## src/rtl/hwpe_ctrl_ctx_sched_pkg.sv

```systemverilog
// Shared types for the HWPE job-context scheduler: slot states, engine FSM states
// and the bundle of single-bit engine status flags.
package hwpe_ctrl_ctx_sched_pkg;

    // Lifecycle of one register-file job context.
    typedef enum logic [1:0] {
        CtxFree  = 2'd0,
        CtxAcq   = 2'd1,
        CtxReady = 2'd2,
        CtxRun   = 2'd3
    } ctx_state_e;

    // Engine sequencing FSM.
    typedef enum logic [1:0] {
        StIdle  = 2'd0,
        StStart = 2'd1,
        StRun   = 2'd2,
        StDone  = 2'd3
    } sched_state_e;

    // Engine-facing status decoded from the FSM state.
    typedef struct packed {
        logic start;
        logic done;
        logic is_working;
    } ctx_sched_flags_t;

    // The engine counts as working from the start pulse until completion is seen.
    function automatic logic sched_is_busy(sched_state_e st);
        return (st == StStart) || (st == StRun);
    endfunction

endpackage

```

## src/rtl/hwpe_ctrl_ctx_sched.sv

```systemverilog
// Job-context scheduler: hands out contexts through the acquire (test-and-set) path,
// commits them on trigger, runs the engine over them in ring order and routes the
// completion event back to the core that acquired the context.
module hwpe_ctrl_ctx_sched
    import hwpe_ctrl_ctx_sched_pkg::*;
#(
    parameter int unsigned N_CONTEXT = 2,
    parameter int unsigned N_CORES   = 16,
    parameter int unsigned N_EVT     = 2,
    parameter int unsigned CTXW      = $clog2(N_CONTEXT),
    parameter int unsigned CW        = $clog2(N_CORES),
    parameter int unsigned NFW       = $clog2(N_CONTEXT + 1)
) (
    input  logic                       clk_i,
    input  logic                       rst_ni,
    input  logic                       clear_i,
    input  logic                       acquire_req_i,
    input  logic [CW-1:0]              acquire_core_i,
    output logic                       acquire_ok_o,
    output logic [CTXW-1:0]            acquire_ctx_o,
    input  logic                       trigger_i,
    output logic                       start_o,
    input  logic                       engine_done_i,
    output logic                       done_o,
    output logic [N_CORES*N_EVT-1:0]   evt_o,
    output logic [CTXW-1:0]            pointer_ctx_o,
    output logic [CTXW-1:0]            running_ctx_o,
    output logic                       is_working_o,
    output logic [NFW-1:0]             nb_free_o
);

    localparam int unsigned EvtW = N_CORES * N_EVT;

    ctx_state_e       slot_st [N_CONTEXT];
    logic [CW-1:0]    owner   [N_CONTEXT];

    logic [CTXW-1:0]  pointer_q, pointer_d;
    logic [CTXW-1:0]  running_q, running_d;
    logic [CTXW-1:0]  last_acq_q, last_acq_d;

    sched_state_e     state_q, state_d;
    ctx_sched_flags_t flags;
    logic [EvtW-1:0]  evt;
    int unsigned      evt_idx;

    logic acq_fire, trig_fire, start_fire, done_fire;

    // Grant decision looks only at registered slot state, so a slot being freed
    // in the DONE cycle is not visible to an acquire in that same cycle.
    assign acquire_ok_o  = (slot_st[pointer_q] == CtxFree);
    assign acquire_ctx_o = pointer_q;
    assign acq_fire      = acquire_req_i && acquire_ok_o;
    // Trigger uses the pre-update last_acq, even if an acquire fires alongside it.
    assign trig_fire     = trigger_i && (slot_st[last_acq_q] == CtxAcq);
    assign start_fire    = (state_q == StStart);
    assign done_fire     = (state_q == StDone);

    // Per-slot state and owner; at most one event can target a given slot per
    // cycle because each event requires a different current state.
    for (genvar i = 0; i < N_CONTEXT; i++) begin : g_slot
        ctx_state_e    st_q, st_d;
        logic [CW-1:0] own_q, own_d;
        logic          sel_ptr, sel_last, sel_run;

        assign sel_ptr  = (pointer_q  == CTXW'(i));
        assign sel_last = (last_acq_q == CTXW'(i));
        assign sel_run  = (running_q  == CTXW'(i));

        // Next slot state from acquire / trigger / engine start / engine done.
        always_comb begin
            st_d  = st_q;
            own_d = own_q;
            if (clear_i) begin
                st_d  = CtxFree;
                own_d = '0;
            end else if (acq_fire && sel_ptr) begin
                st_d  = CtxAcq;
                own_d = acquire_core_i;
            end else if (trig_fire && sel_last) begin
                st_d  = CtxReady;
            end else if (start_fire && sel_run) begin
                st_d  = CtxRun;
            end else if (done_fire && sel_run) begin
                st_d  = CtxFree;
            end
        end

        // Slot state and owner registers.
        always_ff @(posedge clk_i or negedge rst_ni) begin
            if (!rst_ni) begin
                st_q  <= CtxFree;
                own_q <= '0;
            end else begin
                st_q  <= st_d;
                own_q <= own_d;
            end
        end

        assign slot_st[i] = st_q;
        assign owner[i]   = own_q;
    end

    // Ring pointers: acquire pointer, last granted slot and engine slot.
    always_comb begin
        pointer_d  = pointer_q;
        last_acq_d = last_acq_q;
        running_d  = running_q;
        if (clear_i) begin
            pointer_d  = '0;
            last_acq_d = '0;
            running_d  = '0;
        end else begin
            if (acq_fire) begin
                pointer_d  = pointer_q + CTXW'(1);
                last_acq_d = pointer_q;
            end
            if (done_fire) begin
                running_d = running_q + CTXW'(1);
            end
        end
    end

    // Pointer registers.
    always_ff @(posedge clk_i or negedge rst_ni) begin
        if (!rst_ni) begin
            pointer_q  <= '0;
            last_acq_q <= '0;
            running_q  <= '0;
        end else begin
            pointer_q  <= pointer_d;
            last_acq_q <= last_acq_d;
            running_q  <= running_d;
        end
    end

    // Engine FSM state register.
    always_ff @(posedge clk_i or negedge rst_ni) begin
        if (!rst_ni) begin
            state_q <= StIdle;
        end else begin
            state_q <= state_d;
        end
    end

    // Engine FSM next state; clear aborts any job without a completion pulse.
    always_comb begin
        state_d = state_q;
        if (clear_i) begin
            state_d = StIdle;
        end else begin
            unique case (state_q)
                StIdle:  if (slot_st[running_q] == CtxReady) state_d = StStart;
                StStart: state_d = StRun;
                StRun:   if (engine_done_i) state_d = StDone;
                StDone:  state_d = StIdle;
                default: state_d = StIdle;
            endcase
        end
    end

    // Engine FSM outputs and the owner-routed completion event.
    always_comb begin
        flags            = '0;
        flags.start      = (state_q == StStart);
        flags.done       = (state_q == StDone);
        flags.is_working = sched_is_busy(state_q);
        evt_idx          = 32'(owner[running_q]) * N_EVT;
        evt              = '0;
        if (flags.done) begin
            evt = EvtW'(1) << evt_idx;
        end
    end

    // Free-slot count from registered slot states.
    always_comb begin
        nb_free_o = '0;
        for (int i = 0; i < N_CONTEXT; i++) begin
            if (slot_st[i] == CtxFree) nb_free_o = nb_free_o + NFW'(1);
        end
    end

    assign start_o       = flags.start;
    assign done_o        = flags.done;
    assign is_working_o  = flags.is_working;
    assign evt_o         = evt;
    assign pointer_ctx_o = pointer_q;
    assign running_ctx_o = running_q;

endmodule

```

## config.mk

```make
export PLATFORM = sky130hd
export DESIGN_NAME = hwpe_ctrl_ctx_sched
export DESIGN_NICKNAME = d
export VERILOG_FILES = /design/src/rtl/hwpe_ctrl_ctx_sched_pkg.sv /design/src/rtl/hwpe_ctrl_ctx_sched.sv
export SDC_FILE = /design/constraint.sdc
export NUM_CORES = 1
export LEC_CHECK = 0
export ABC_AREA = 1
export CAP_MARGIN = 20
export CORE_ASPECT_RATIO = 0.75
export CORE_UTILIZATION = 40
export DETAILED_ROUTE_END_ITERATION = 7
export MAX_ROUTING_LAYER = met4
export PLACE_DENSITY = 0.77
export SLEW_MARGIN = 20
export SYNTH_ARGS = -nofsm -noshare
export SYNTH_HDL_FRONTEND = slang
export SYNTH_SLANG_ARGS = --single-unit
```

## constraint.sdc

```tcl
create_clock -name clk_i -period 1.15 [get_ports clk_i]
set_input_delay 0.23 -clock clk_i [delete_from_list [all_inputs] [get_ports clk_i]]
set_output_delay 0.23 -clock clk_i [all_outputs]
set_load 0.03 [all_outputs]
```

==> metrics, run 1 <==
outcome=complete, but fails checks; violations in the final reports=negative setup slack; die area=~3600 sq um; Antenna Violating Nets Remaining=0; Initial Util=0.436; Iter 0 DRT Violations=between 150 and 200; Core Area=between 3000 and 4000 sq um; IO Port Bufs=34; Crit Path Category=register to output pin; Die Span Y=around 52 microns; Worst path top cell family by delay=flip-flops; TNS Setup=-17.52 ns; vias=approximately 1,700; grt ovf=0; DRC errors left=0; total clock sinks=17; Reg power frac=0.175; cell chain of the critical path=buf_6, o21ai_4, inv_2, nor2_4, nand2_4, nor2_4, buf_6; number of I/O pins=51; FF-to-FF End=state_q[1]; Clk pin slew, worst setup/hold paths=about 0.07 ns; Multi-input gate area=~1200 sq um; antenna cell count=0; Reg area=around 430 sq um; part of the Yosys area used for sequential elements=0.318; FILL cells=approximately 150; Mean Syn Cell Area=between 6 and 7 sq um; Static Leakage=approximately 1.3 nW; total track usage=0.284; share of layout cells above drive strength 1=0.620; maximum clock insertion buffer count=2; P_int=2.60 mW; Mapped Area=~1300 sq um; switching fraction of total power=0.501; Comb power frac=0.732; cts hold-fix bufs=0; vias in the first global route=approximately 1,500; final setup violating endpoints=40; Critical Path Start=running_ctx_o; tightest hold margin=about 0.29 ns; Pins Over Slew Limit=0; fin worst setup slack=-0.790 ns; dominant cell type by area after synthesis=dfrtp_1; total CTS buffers=3; Clk pwr share=0.092; synth top area cells=dfrtp_1 (32%), nand2_1 (14%), nor2_1 (9.8%); Crit. End Element=output pin; length of the first detailed-routing pass in iterations=4; H-tree depth=1; Critical Path Max Stage Delay=between 0.4 and 0.5 ns; minimum clock period after layout=1.94 ns; power per cell area=2010 nW/um^2; RSZ-0062 raised after global routing=yes; Final Hold Fails=0; Buffers & Inverters on Critical Path=3; critical path capture point=evt_o[8]; Yosys reg bits=17; FMAX=between 500 and 600 MHz; fin area=~2600 sq um; first-pass GRT wire length=between 7 and 8 mm; critical path depth=7; P&R area growth vs syn=94.2%; Synth Instances=a little under 200; wire per inst=around 19 microns; CP max-delay cell=dfrtp_2; Yosys top cell area share=0.318; placer congestion estimate=0.799; placed inst area=roughly 2000 sq um; largest net degree at the start of global routing=18; DP Cell Count=roughly 290; WP data required=0.92 ns; post-synth cell types=22; Post-DP HPWL=~2.8 mm; reg2reg start=running_ctx_o; Worst setup SP type=register; Routed WL=just under 6 mm; vias per inst=between 5 and 6; Yosys warnings=0; Finished Layout Cells=312; CTS tree=built; initial antenna violation count=0; critical-path maximum fanout=5; chip width=68.7 microns; worst endpoint data arrival time=roughly 1.7 ns; Net Sw Power=~2.6 mW; Hold Path Class=input port to asynchronous set/reset pin; fin crit share=1.69; reg-to-reg slack, setup=-0.48 ns; Worst R2R Path Depth=12; Final Skew=between 0.003 and 0.004 ns; clock insertion delay at the later pin of the skew report=0.26 ns; Final nets=between 200 and 300; Root Driver=clkbuf_8; maxcap violations=0; Core Rows=17; peak supply drop=1.47 mV
cell type report:
cell class	instances	share of cell area
well taps	38	0.0183
repair buffers	76	0.290
flip-flops and latches	17	0.165
clock buffers	4	0.0174
multi-input cells	145	0.452
inverters	32	0.0569
registers in the layout, summed over array words and instances, names as in the netlist:
register / cells
g_slot.own_q: 8
g_slot.st_q: 4
state_q: 2
acquire_ctx_o: 1
g_slot.sel_last: 1
running_ctx_o: 1
layer usage:
metal	GRT usage	part of all wire
met3	0.0526	0.091
met5	-	0
met4	0.126	0.073
met1	0.337	0.38
met2	0.466	0.46
cell usage in the layout (no fill, tap or decap), types with 2 or more instances in the layout:
master           count
ha_4                 4
nand2_4             11
nand3_1              4
dfrtp_2              3
o21ai_4              3
conb_1              16
o21ai_1              2
inv_6                2
nand2_8              3
nand3_2              4
a21oi_2              4
buf_4               30
o21ai_2              7
buf_6               35
inv_1               18
inv_4                4
nand2_2             17
clkbuf_8             3
nor2_4              22
inv_2                7
nand3_4              4
nand2_1             26
clkdlybuf4s50_1      9
nor2_1              11
nor2_2               4
dfrtp_1             14
cells by family (layout without fill, tap and decap cells):
logic type,Yosys count,after routing,share of synthesized area
simple gates,106,107,0.350
buf+inv,51,112,0.205
compound gates,17,17,0.0768
flops,17,17,0.318
fa+ha+maj,5,5,0.0468
other cells,1,16,0.00281
through the flow:
step,util,power (mW),setup slack [ns]
5_1_grt,0.847,5.45,-0.789
2_1_floorplan,-,2.68,-0.396
4_1_cts,0.761,4.50,-0.651
3_5_place_dp,0.639,3.34,-0.418
6_report,0.847,5.21,-0.790
3_3_place_gp,0.639,3.27,-0.363
worst min-delay path by stage:
stage	endpoint	depth (start not counted)
final	g_slot[0].st_q[1]	2
after global routing	state_q[0]	2
after detailed placement	g_slot[0].own_q[3]	2
after floorplan	acquire_ctx_o	0
after CTS	g_slot[1].st_q[0]	2
after global placement	g_slot[0].own_q[2]	2
Yosys cell counts:
cell / n
o21bai_1: 1
nand3_2: 4
nor2_1: 35
nor2_4: 1
nand4_1: 1
dfrtp_1: 17
o21ai_2: 4
nand2_2: 3
inv_1: 28
o21ai_0: 6
a21oi_1: 4
nor2_2: 1
inv_2: 4
nand2_1: 51
nand3_1: 8
buf_4: 17
buf_8: 1
buf_6: 1
conb_1: 1
ha_1: 5
nand2_4: 2
o21ai_1: 2
power groups by stage:
stage               Clock (mW)  Combinational (mW)  Sequential (mW)
floorplan                    0                1.75            0.925
global placement             0                2.37            0.900
detailed placement           0                2.43            0.902
CTS                      0.457                3.16            0.882
global route             0.500                4.03            0.924
finish                   0.481                3.82            0.913
timing repair:
item / in CTS / in global routing
gates resized for setup: 54 / 62
setup buffers: 13 / 6
endpoints found under the setup margin: 29 / 40
pin swaps: 17 / 30
cloned: 1 / 1
(Power assumes the default switching activity.)
==> inputs of run 2 (changes only) <==
CORE_UTILIZATION = 41   (was 40)
CTS_BUF_LIST = sky130_fd_sc_hd__clkbuf_4 sky130_fd_sc_hd__clkbuf_8   (was default)
MAX_ROUTING_LAYER = default   (was met4)
PLACE_DENSITY = 0.78   (was 0.77)
==> metrics, run 2 (same netlist as run 1, synthesis figures left out) <==
outcome=complete, but fails checks; violations in the final reports=negative setup slack; Final Hold Fails=0 (unchanged); grt ovf=0 (unchanged); P&R area growth vs syn=98.0%; FILL cells=128 (-14%); first-pass GRT wire length=7.28 mm (+3.4%); most used cell, CP=nor2_4; Post-DP HPWL=2.68 mm (-5.0%); peak supply drop=1.50 mV (+2.3%); final setup violating endpoints=39 (-2.5%); clock insertion delay at the later pin of the skew report=0.25 ns (about the same); vias in the first global route=1,507 (+2.0%); largest net degree at the start of global routing=18 (unchanged); vias=1,703 (+1.7%); total track usage=0.290 (+0.00672); minimum clock period after layout=1.92 ns (-0.0241 ns); cell chain of the critical path=nand2_1, o21ai_4, buf_4, nor2_4, nand2_4, nor2_4, buf_6; RSZ-0062 raised after global routing=yes; Final Skew=0.00227 ns (-0.00117 ns); initial antenna violation count=0 (unchanged); IO Port Bufs=34 (unchanged); most common cell after layout, fill and taps aside=buf_6; antenna cell count=0 (unchanged); Hold Path Class=input port to asynchronous set/reset pin; most frequent cells in the layout=buf_6 (37), buf_4 (30), nand2_1 (27); DRC errors left=0 (unchanged); Root Driver=clkbuf_8; die area=3490 sq um (-2.4%); chip width=67.9 microns (-1.2%); tightest hold margin=0.311 ns (+0.0209 ns); maxcap violations=0 (unchanged); Core Area=3020 sq um (-1.4%); fin worst setup slack=-0.766 ns (+0.0241 ns); Iter 0 DRT Violations=122 (-23%); largest registers=g_slot.own_q (8), g_slot.st_q (4), state_q (2); Static Leakage=1.29 nW (+1.7%); Largest register FFs=8 (unchanged); H-tree depth=1 (unchanged); CP max-delay cell=dfrtp_2; Final nets=293 (+1.0%); total clock sinks=17 (unchanged); Pins Over Slew Limit=0 (unchanged); share of layout cells above drive strength 1=0.610 (-0.0103); DP Cell Count=287 (unchanged); total CTS buffers=3 (unchanged); FMAX=522 MHz (+1.3%); maximum clock insertion buffer count=2 (unchanged); worst endpoint data arrival time=1.69 ns (-0.02 ns); Initial Util=0.442 (+0.00614); Multi-input gate area=1170 sq um (unchanged); length of the first detailed-routing pass in iterations=6 (+2); Worst setup SP type=register; vias per inst=5.41 (+0.76%); Routed WL=5.94 mm (+1.5%); wire per inst=18.8 microns (+0.54%); WP data required=0.92 ns (about the same); Antenna Violating Nets Remaining=0 (unchanged); Power, Total=5.29 mW (+1.5%); Worst path top cell family by delay=simple AND/OR/NAND/NOR gates; CTS tree=built; Crit. End Element=output pin; Critical Path Max Stage Delay=0.46 ns (about the same); Core Rows=17 (unchanged); placer congestion estimate=0.822 (+2.8%); Buffers & Inverters on Critical Path=2 (-1); Reg with most FFs=g_slot.own_q; Clk pin slew, worst setup/hold paths=0.07 ns (about the same); Crit Path Category=register to output pin; number of I/O pins=51 (unchanged); Finished Layout Cells=315 (+0.96%); Die Span Y=51.4 microns (-1.2%); critical-path maximum fanout=5 (unchanged); fin crit share=1.67 (-0.0209); power per cell area=2000 nW/um^2 (-0.47%); Reg area=429 sq um (unchanged)
-- run 2: final timing paths --
path | slack (ns) | depth (start not counted) | start | endpoint
max | -0.77 | 7 | running_ctx_o | evt_o[4]
min | 0.31 | 2 | rst_ni | g_slot[1].own_q[2]
max reg2reg | -0.47 | 12 | running_ctx_o | state_q[1]
min reg2reg | 0.58 | 2 | g_slot[1].own_q[3] | g_slot[1].own_q[3]
max in group asynchronous | 0.62 | 2 | rst_ni | state_q[0]
min in group clk_i | 0.58 | 2 | g_slot[1].own_q[3] | g_slot[1].own_q[3]
-- run 2: layout make-up --
type,count,area share
multi-input combinational,145,0.444
timing repair buffer,79,0.300
sequential,17,0.162
inverter,32,0.0577
clock buffer,4,0.0184
tap,38,0.0180
-- run 2: repair_timing --
action / CTS / global route
endpoints found under the hold margin: 0 / 0
resized for setup: 53 / 64
setup endpoints to repair: 29 / 40
gates cloned: 1 / 1
pin swaps: 24 / 29
hold buffers: 0 / 0
buffers inserted: 14 / 8
-- run 2: stage by stage --
stage | cell area (sq um) | setup TNS (ns) | util | setup slack (ns)
2_1_floorplan | 1620 | -6.45 | - | -0.396
3_3_place_gp | 1960 | -7.75 | 0.648 | -0.360
3_5_place_dp | 1960 | -8.50 | 0.648 | -0.386
4_1_cts | 2350 | -13.50 | 0.778 | -0.646
5_1_grt | 2650 | -18.13 | 0.876 | -0.801
6_report | 2650 | -16.65 | 0.876 | -0.766
-- run 2: power by group --
part           switching, mW  internal (mW)
clock                  0.215          0.270
sequential             0.179          0.739
combinational           2.22           1.67
total                   2.61           2.68
-- run 2: layer usage --
layer | share of wire | GRT usage | wire, microns | vias up
met1 | 0.40 | 0.369 | 2380 | 814
met3 | 0.099 | 0.0714 | 586 | 30
li1 | - | - | - | 730
met4 | 0.045 | 0.118 | 267 | 0
met2 | 0.45 | 0.464 | 2700 | 129
met5 | 0 | 0 | 0 | -
